**config.mk**
```make
export PLATFORM = sky130hd
export DESIGN_NAME = plic
export DESIGN_NICKNAME = d
export VERILOG_FILES = /design/src/rtl/plic.sv
export SDC_FILE = /design/constraint.sdc
export NUM_CORES = 1
export LEC_CHECK = 0
export ABC_CLOCK_PERIOD_IN_PS = 10300
export BUFFER_PORTS_ARGS = -buffer_cell sky130_fd_sc_hd__buf_4
export CELL_PAD_IN_SITES_DETAIL_PLACEMENT = 2
export CELL_PAD_IN_SITES_GLOBAL_PLACEMENT = 2
export CORE_MARGIN = 8
export CORE_UTILIZATION = 31
export CTS_CLUSTER_DIAMETER = 80
export DETAILED_ROUTE_END_ITERATION = 12
export GPL_TIMING_DRIVEN = 0
export HOLD_SLACK_MARGIN = 0.06
export PLACE_DENSITY_LB_ADDON = 0.1
export SETUP_SLACK_MARGIN = 0.02
export SYNTH_ARGS = -nofsm -noshare
export SYNTH_HDL_FRONTEND = slang
export SYNTH_SLANG_ARGS = --single-unit
```
**constraint.sdc**
```tcl
create_clock -name clock -period 10.3 [get_ports clock]
set_input_delay 2.06 -clock clock [delete_from_list [all_inputs] [get_ports clock]]
set_output_delay 2.06 -clock clock [all_outputs]
set_load 0.05 [all_outputs]
```
**src/rtl/plic.sv**
```systemverilog
// Platform-level interrupt controller: per-source level gateways, priority
// arbitration, claim/complete registers and a registered meip output.
module plic #(
  parameter int sources   = 8,
  parameter int prio_bits = 3
) (
  input  logic               clock,
  input  logic               reset,
  input  logic               plic_valid,
  input  logic               plic_instr,
  input  logic [31:0]        plic_addr,
  input  logic [31:0]        plic_wdata,
  input  logic [3:0]         plic_wstrb,
  output logic [31:0]        plic_rdata,
  output logic               plic_ready,
  input  logic [sources-1:0] plic_irq,
  output logic               plic_meip
);

  // Word offsets (byte offset >> 2) of the non-priority registers.
  localparam logic [29:0] WORD_PENDING   = 30'h020;
  localparam logic [29:0] WORD_ENABLE    = 30'h040;
  localparam logic [29:0] WORD_THRESHOLD = 30'h080;
  localparam logic [29:0] WORD_CLAIM     = 30'h081;

  typedef logic [prio_bits-1:0] prio_t;

  prio_t              prio_q [sources];
  prio_t              prio_d [sources];
  logic [sources-1:0] enable_q, enable_d;
  logic [sources-1:0] pending_q, pending_d;
  logic [sources-1:0] inflight_q, inflight_d;
  prio_t              threshold_q, threshold_d;
  logic [31:0]        rdata_q, rdata_d;
  logic               ready_q, ready_d;
  logic               meip_q, meip_d;

  logic [4:0]         best_id;
  prio_t              best_prio;
  logic [sources-1:0] best_oh;

  logic [29:0]        word;
  logic [4:0]         prio_idx;
  logic               prio_sel;
  logic               is_write;
  logic [4:0]         cpl_id;

  // Fetch flag, sub-word address bits and the reserved source are don't-cares.
  logic               unused_inputs;
  assign unused_inputs = ^{plic_instr, plic_addr[1:0], plic_irq[0]};

  assign word     = plic_addr[31:2];
  assign prio_idx = plic_addr[6:2];
  assign prio_sel = (plic_addr[31:7] == '0);
  assign is_write = |plic_wstrb;
  assign cpl_id   = plic_wdata[4:0];

  function automatic logic [31:0] merge_bytes(input logic [31:0] old_val,
                                              input logic [31:0] new_val,
                                              input logic [3:0]  strobe);
    logic [31:0] res;
    res = old_val;
    for (int b = 0; b < 4; b++) begin
      if (strobe[b]) res[8*b +: 8] = new_val[8*b +: 8];
    end
    return res;
  endfunction

  // Ascending scan with strict '>' keeps the lowest id on a priority tie;
  // starting from zero also excludes priority-0 sources.
  always_comb begin
    best_id   = '0;
    best_prio = '0;
    best_oh   = '0;
    for (int i = 1; i < sources; i++) begin
      if (pending_q[i] && enable_q[i] && (prio_q[i] > best_prio)) begin
        best_id    = 5'(i);
        best_prio  = prio_q[i];
        best_oh    = '0;
        best_oh[i] = 1'b1;
      end
    end
  end

  always_comb begin
    // NOTE: every output of this block gets a default first, so no path leaves
    // a signal unassigned and no latch is inferred.
    prio_d      = prio_q;
    enable_d    = enable_q;
    threshold_d = threshold_q;
    pending_d   = pending_q;
    inflight_d  = inflight_q;
    rdata_d     = '0;
    ready_d     = plic_valid;
    meip_d      = (best_id != '0) && (best_prio > threshold_q);

    for (int i = 1; i < sources; i++) begin
      if (plic_irq[i] && !pending_q[i] && !inflight_q[i]) pending_d[i] = 1'b1;
    end

    if (plic_valid) begin
      if (prio_sel) begin
        for (int i = 1; i < sources; i++) begin
          if (prio_idx == 5'(i)) begin
            if (is_write) prio_d[i] = prio_bits'(merge_bytes(32'(prio_q[i]), plic_wdata, plic_wstrb));
            else          rdata_d   = 32'(prio_q[i]);
          end
        end
      end else begin
        case (word)
          WORD_PENDING: begin
            if (!is_write) rdata_d = 32'(pending_q);
          end
          WORD_ENABLE: begin
            if (is_write) begin
              enable_d    = sources'(merge_bytes(32'(enable_q), plic_wdata, plic_wstrb));
              enable_d[0] = 1'b0;
            end else begin
              rdata_d = 32'(enable_q);
            end
          end
          WORD_THRESHOLD: begin
            if (is_write) threshold_d = prio_bits'(merge_bytes(32'(threshold_q), plic_wdata, plic_wstrb));
            else          rdata_d     = 32'(threshold_q);
          end
          WORD_CLAIM: begin
            if (is_write) begin
              if (plic_wstrb[0]) begin
                for (int i = 1; i < sources; i++) begin
                  if (cpl_id == 5'(i)) inflight_d[i] = 1'b0;
                end
              end
            end else begin
              // Claim overrides a same-cycle gateway set: the source goes inflight.
              rdata_d    = 32'(best_id);
              pending_d  = pending_d & ~best_oh;
              inflight_d = inflight_d | best_oh;
            end
          end
          default: ;
        endcase
      end
    end
  end

  // NOTE: the priority array is a handful of flops, not a RAM, so it is reset
  // along with the rest of the state.
  always_ff @(posedge clock or posedge reset) begin
    if (reset) begin
      for (int i = 0; i < sources; i++) prio_q[i] <= '0;
      enable_q    <= '0;
      pending_q   <= '0;
      inflight_q  <= '0;
      threshold_q <= '0;
      rdata_q     <= '0;
      ready_q     <= 1'b0;
      meip_q      <= 1'b0;
    end else begin
      // NOTE: non-blocking assignments so every flop samples pre-edge values.
      prio_q      <= prio_d;
      enable_q    <= enable_d;
      pending_q   <= pending_d;
      inflight_q  <= inflight_d;
      threshold_q <= threshold_d;
      rdata_q     <= rdata_d;
      ready_q     <= ready_d;
      meip_q      <= meip_d;
    end
  end

  assign plic_rdata = rdata_q;
  assign plic_ready = ready_q;
  assign plic_meip  = meip_q;

endmodule

```
==> results.yml <==
outcome:
  status: "completed"
setup_path:
  rrSetupSlack_ps: 670
  crit_start: "pending_q[1]$_DFF_PP0_"
  crit_top_cell: "ha_1"
  crit_path_max_fanout: 8
  setup.worst_path.start_class: "register"
  r2r_start: "pending_q[1]$_DFF_PP0_"
  cp.required_ps: 10460
  end_kind: "register"
  worstPathArrival_ps: 9800
  timing.rr.end: "plic_meip$_DFF_PP0_"
  reg2reg_depth: 45
  crit_type: "register to register"
  crit_path_top_delay_cell: "dfrtp_1"
  cpPeakStageDelay_ps: 450
detailed_routing:
  vias_per_cell: 5.23
  drtIter0Drc: 140
  drt_pre_antenna_iters: 4
  routedLengthMet1_microns: 5910
  drtAntennaViolNets: 0
  wl_per_cell_microns: 20.7
  dr_total_vias: 3344
  dr_wl_met2_microns: 6680
  drt-total-wl_microns: 13300
  highest_layer: "met4"
  wl_met3_microns: 512
  post-route-drc-count: 0
sta:
  worst_pin_slew_ps: 1260
  slew_headroom_pct: 15.5
  max_freq_ghz: 0.104
  setup_viol: 0
  drv_slew: 0
  hold_slack_ps: 498
  rsz0062_at_grt: "no"
  timing.final.crit_share_pct: 93.5
  finalHoldViolations: 0
  period_minus_slack_ps: 9630
  worst_slack_ps: 666
  setup_tns_ps: 0
  fin_worst_skew_ps: 8.43
cts:
  cts_hold_buffers: 0
  cts.htree.levels: 2
  cts_tree: "built"
  clk_latency_ps: 300
  clock_sinks: 55
  cts-root-buf: "clkbuf_16"
  clk_path_buf_depth: 2
  clk_pin_slew_ps: 70
  cts_buffers: 5
grt:
  grt_use_total_pct: 16.9
  grt_pass1_wl_microns: 21000
  grt_pass1_vias: 3796
  grt-ovfl-total: 0
  antenna_found_initial: 0
  grt_max_degree: 32
synthesis:
  synthArstFlopShare_pct: 100
  synth_area_leaders: "dfrtp_1, mux2_2, ha_1"
  synth_edf_count: 0
  synth_cells: 398
  dominantRegCellSynth: "dfrtp_1"
  syn_area_per_cell_sq_um: 9.41
  netlist_area_sq_mm: 0.00374
  yosysSeqAreaShare_pct: 36.8
  synth_mux_area_share_pct: 10.7
  synth_top_cell_by_area: "dfrtp_1"
  synth-xor-area-share_pct: 0
  synth_most_common_cell: "dfrtp_1"
  synth-adder-area-share_pct: 5.68
  synthSimpleGateAreaFrac_pct: 19.8
  synth_top_area_share_pct: 36.8
  synth_cell_types: 61
  synth_top_family_by_area: "simple AND/OR/NAND/NOR gates"
  yosys-top-cells-count: "dfrtp_1, nand2_1, nor2_1"
  yosys_register_bits: 55
  yosys_warnings: 0
  synth-compound-area-share_pct: 18.1
floorplanning:
  core_area_sq_mm: 0.0119
  die_w_microns: 126
  die_y_microns: 126
  pin_count: 114
  start_util_pct: 31.4
  fp.dieArea_sq_mm: 0.0159
  core.rowCount: 40
layout:
  multi_input_area_sq_mm: 0.00219
  design_area_sq_mm: 0.00473
  area_growth_pct: 26.3
  drive_gt1_share_pct: 30.6
  antenna_cells: 0
  nFillCells: 1336
  nets: 589
  regArea_sq_mm: 0.00138
  finalNonFillerCells: 640
min_path:
  hold_depth: 1
  min_from: "inflight_q[3]$_DFFE_PP0P_"
  hp-class: "register to register"
  hold_end: "inflight_q[3]$_DFFE_PP0P_"
placement:
  gp_congestion: 0.788
  hpwl_microns: 10600
  dp.cells: 629
  placed_cell_area_sq_mm: 0.00449
  pre_cts_slack_ps: -758
  port-buffer-count: 60
flow_run:
  maxCapViolCount: 0
power_and_ir_drop:
  power-per-cell-area_mw_per_mm2: 96.5
  cellLeakagePower_nw: 2.16
  peakVddDrop_mv: 0.0674
state kept, by name, indices dropped and copies added (netlist names):
name and flops:
prio_q 21, plic_rdata 8, enable_q 7, inflight_q 7, pending_q 7, threshold_q 3
plic_meip 1, plic_ready 1
where the power goes:
group	leakage [nW]	switching [mW]	internal, mW	total, mW
sequential	0.704	0.0000476	0.216	0.216
combinational	1.38	0.0390	0.0225	0.0615
clock	0.0741	0.0813	0.0977	0.179
worst max-delay path: cells and delay by family (launching register included):
kind | cells | cell delay (ps)
simple gates | 11 | 1690
compound gates | 19 | 3710
flops | 1 | 450
mux | 4 | 1170
fa+ha+maj | 7 | 2040
buf+inv | 4 | 380
layout by cell type (no fill, tap or decap), types with 4 or more instances in the layout:
master      n
o21ai_0    21
nor3_1      7
nand2_1    39
and2_1      5
nor2_1     29
nand4_1     4
or2_2       4
mux2_2     23
buf_4      88
dfrtp_1    55
nand3b_1    5
nor4_1      6
o21a_1      4
nor2b_1     5
ha_1       17
mux2i_1     4
and3_1      5
conb_1     24
inv_1      28
a22oi_1     9
a22o_1      5
clkbuf_1    8
clkbuf_16   5
nand3_1    13
a21oi_1    20
logic make-up (layout without fill, tap and decap cells):
kind of cell             count (synthesis)  in the layout
AO/OA/AOI/OAI                           93             93
adder cells (fa/ha/maj)                 17             17
buffers and inverters                   62            134
flip-flops                              55             55
multiplexers                            33             33
other                                    1             24
AND/OR/NAND/NOR                        137            137
per-stage QoR:
step,util (%),power (mW)
2_1_floorplan,-,0.257
3_3_place_gp,37.5,0.280
3_5_place_dp,37.7,0.282
4_1_cts,39.2,0.461
5_1_grt,39.7,0.472
6_report,39.7,0.456
worst max-delay path by stage:
stage                           to  cells after the start  slack, ps
4_1_cts        plic_meip$_DFF_PP0_                     43         40
3_3_place_gp   plic_meip$_DFF_PP0_                     44       -350
5_1_grt        plic_meip$_DFF_PP0_                     45          9
6_report       plic_meip$_DFF_PP0_                     45        670
2_1_floorplan  plic_meip$_DFF_PP0_                     43       1450
3_5_place_dp   plic_meip$_DFF_PP0_                     44       -760
area by class of cell:
class,instances,share of cell area (%)
clock inverter,1,0.185
sequential,55,29.1
inverter,29,2.30
multi-input combinational,304,46.3
clock buffer,7,3.02
timing repair buffer,65,10.6
tap,147,3.89
buffer,32,4.60
what timing repair did:
item	CTS	global route
resized for setup	6	5
pin swaps	0	2
buffers inserted	0	4
gates cloned	0	0
endpoints found under the setup margin	13	9
metal layers:
| layer | vias to the layer above | GRT usage (%) |
|---|---|---|
| met5 | - | 0 |
| met4 | 0 | 4.10 |
| met3 | 15 | 2.70 |
| met2 | 62 | 29.5 |
| met1 | 1688 | 21.1 |
| li1 | 1579 | - |
Note: power is estimated with default switching activity, not from simulation.
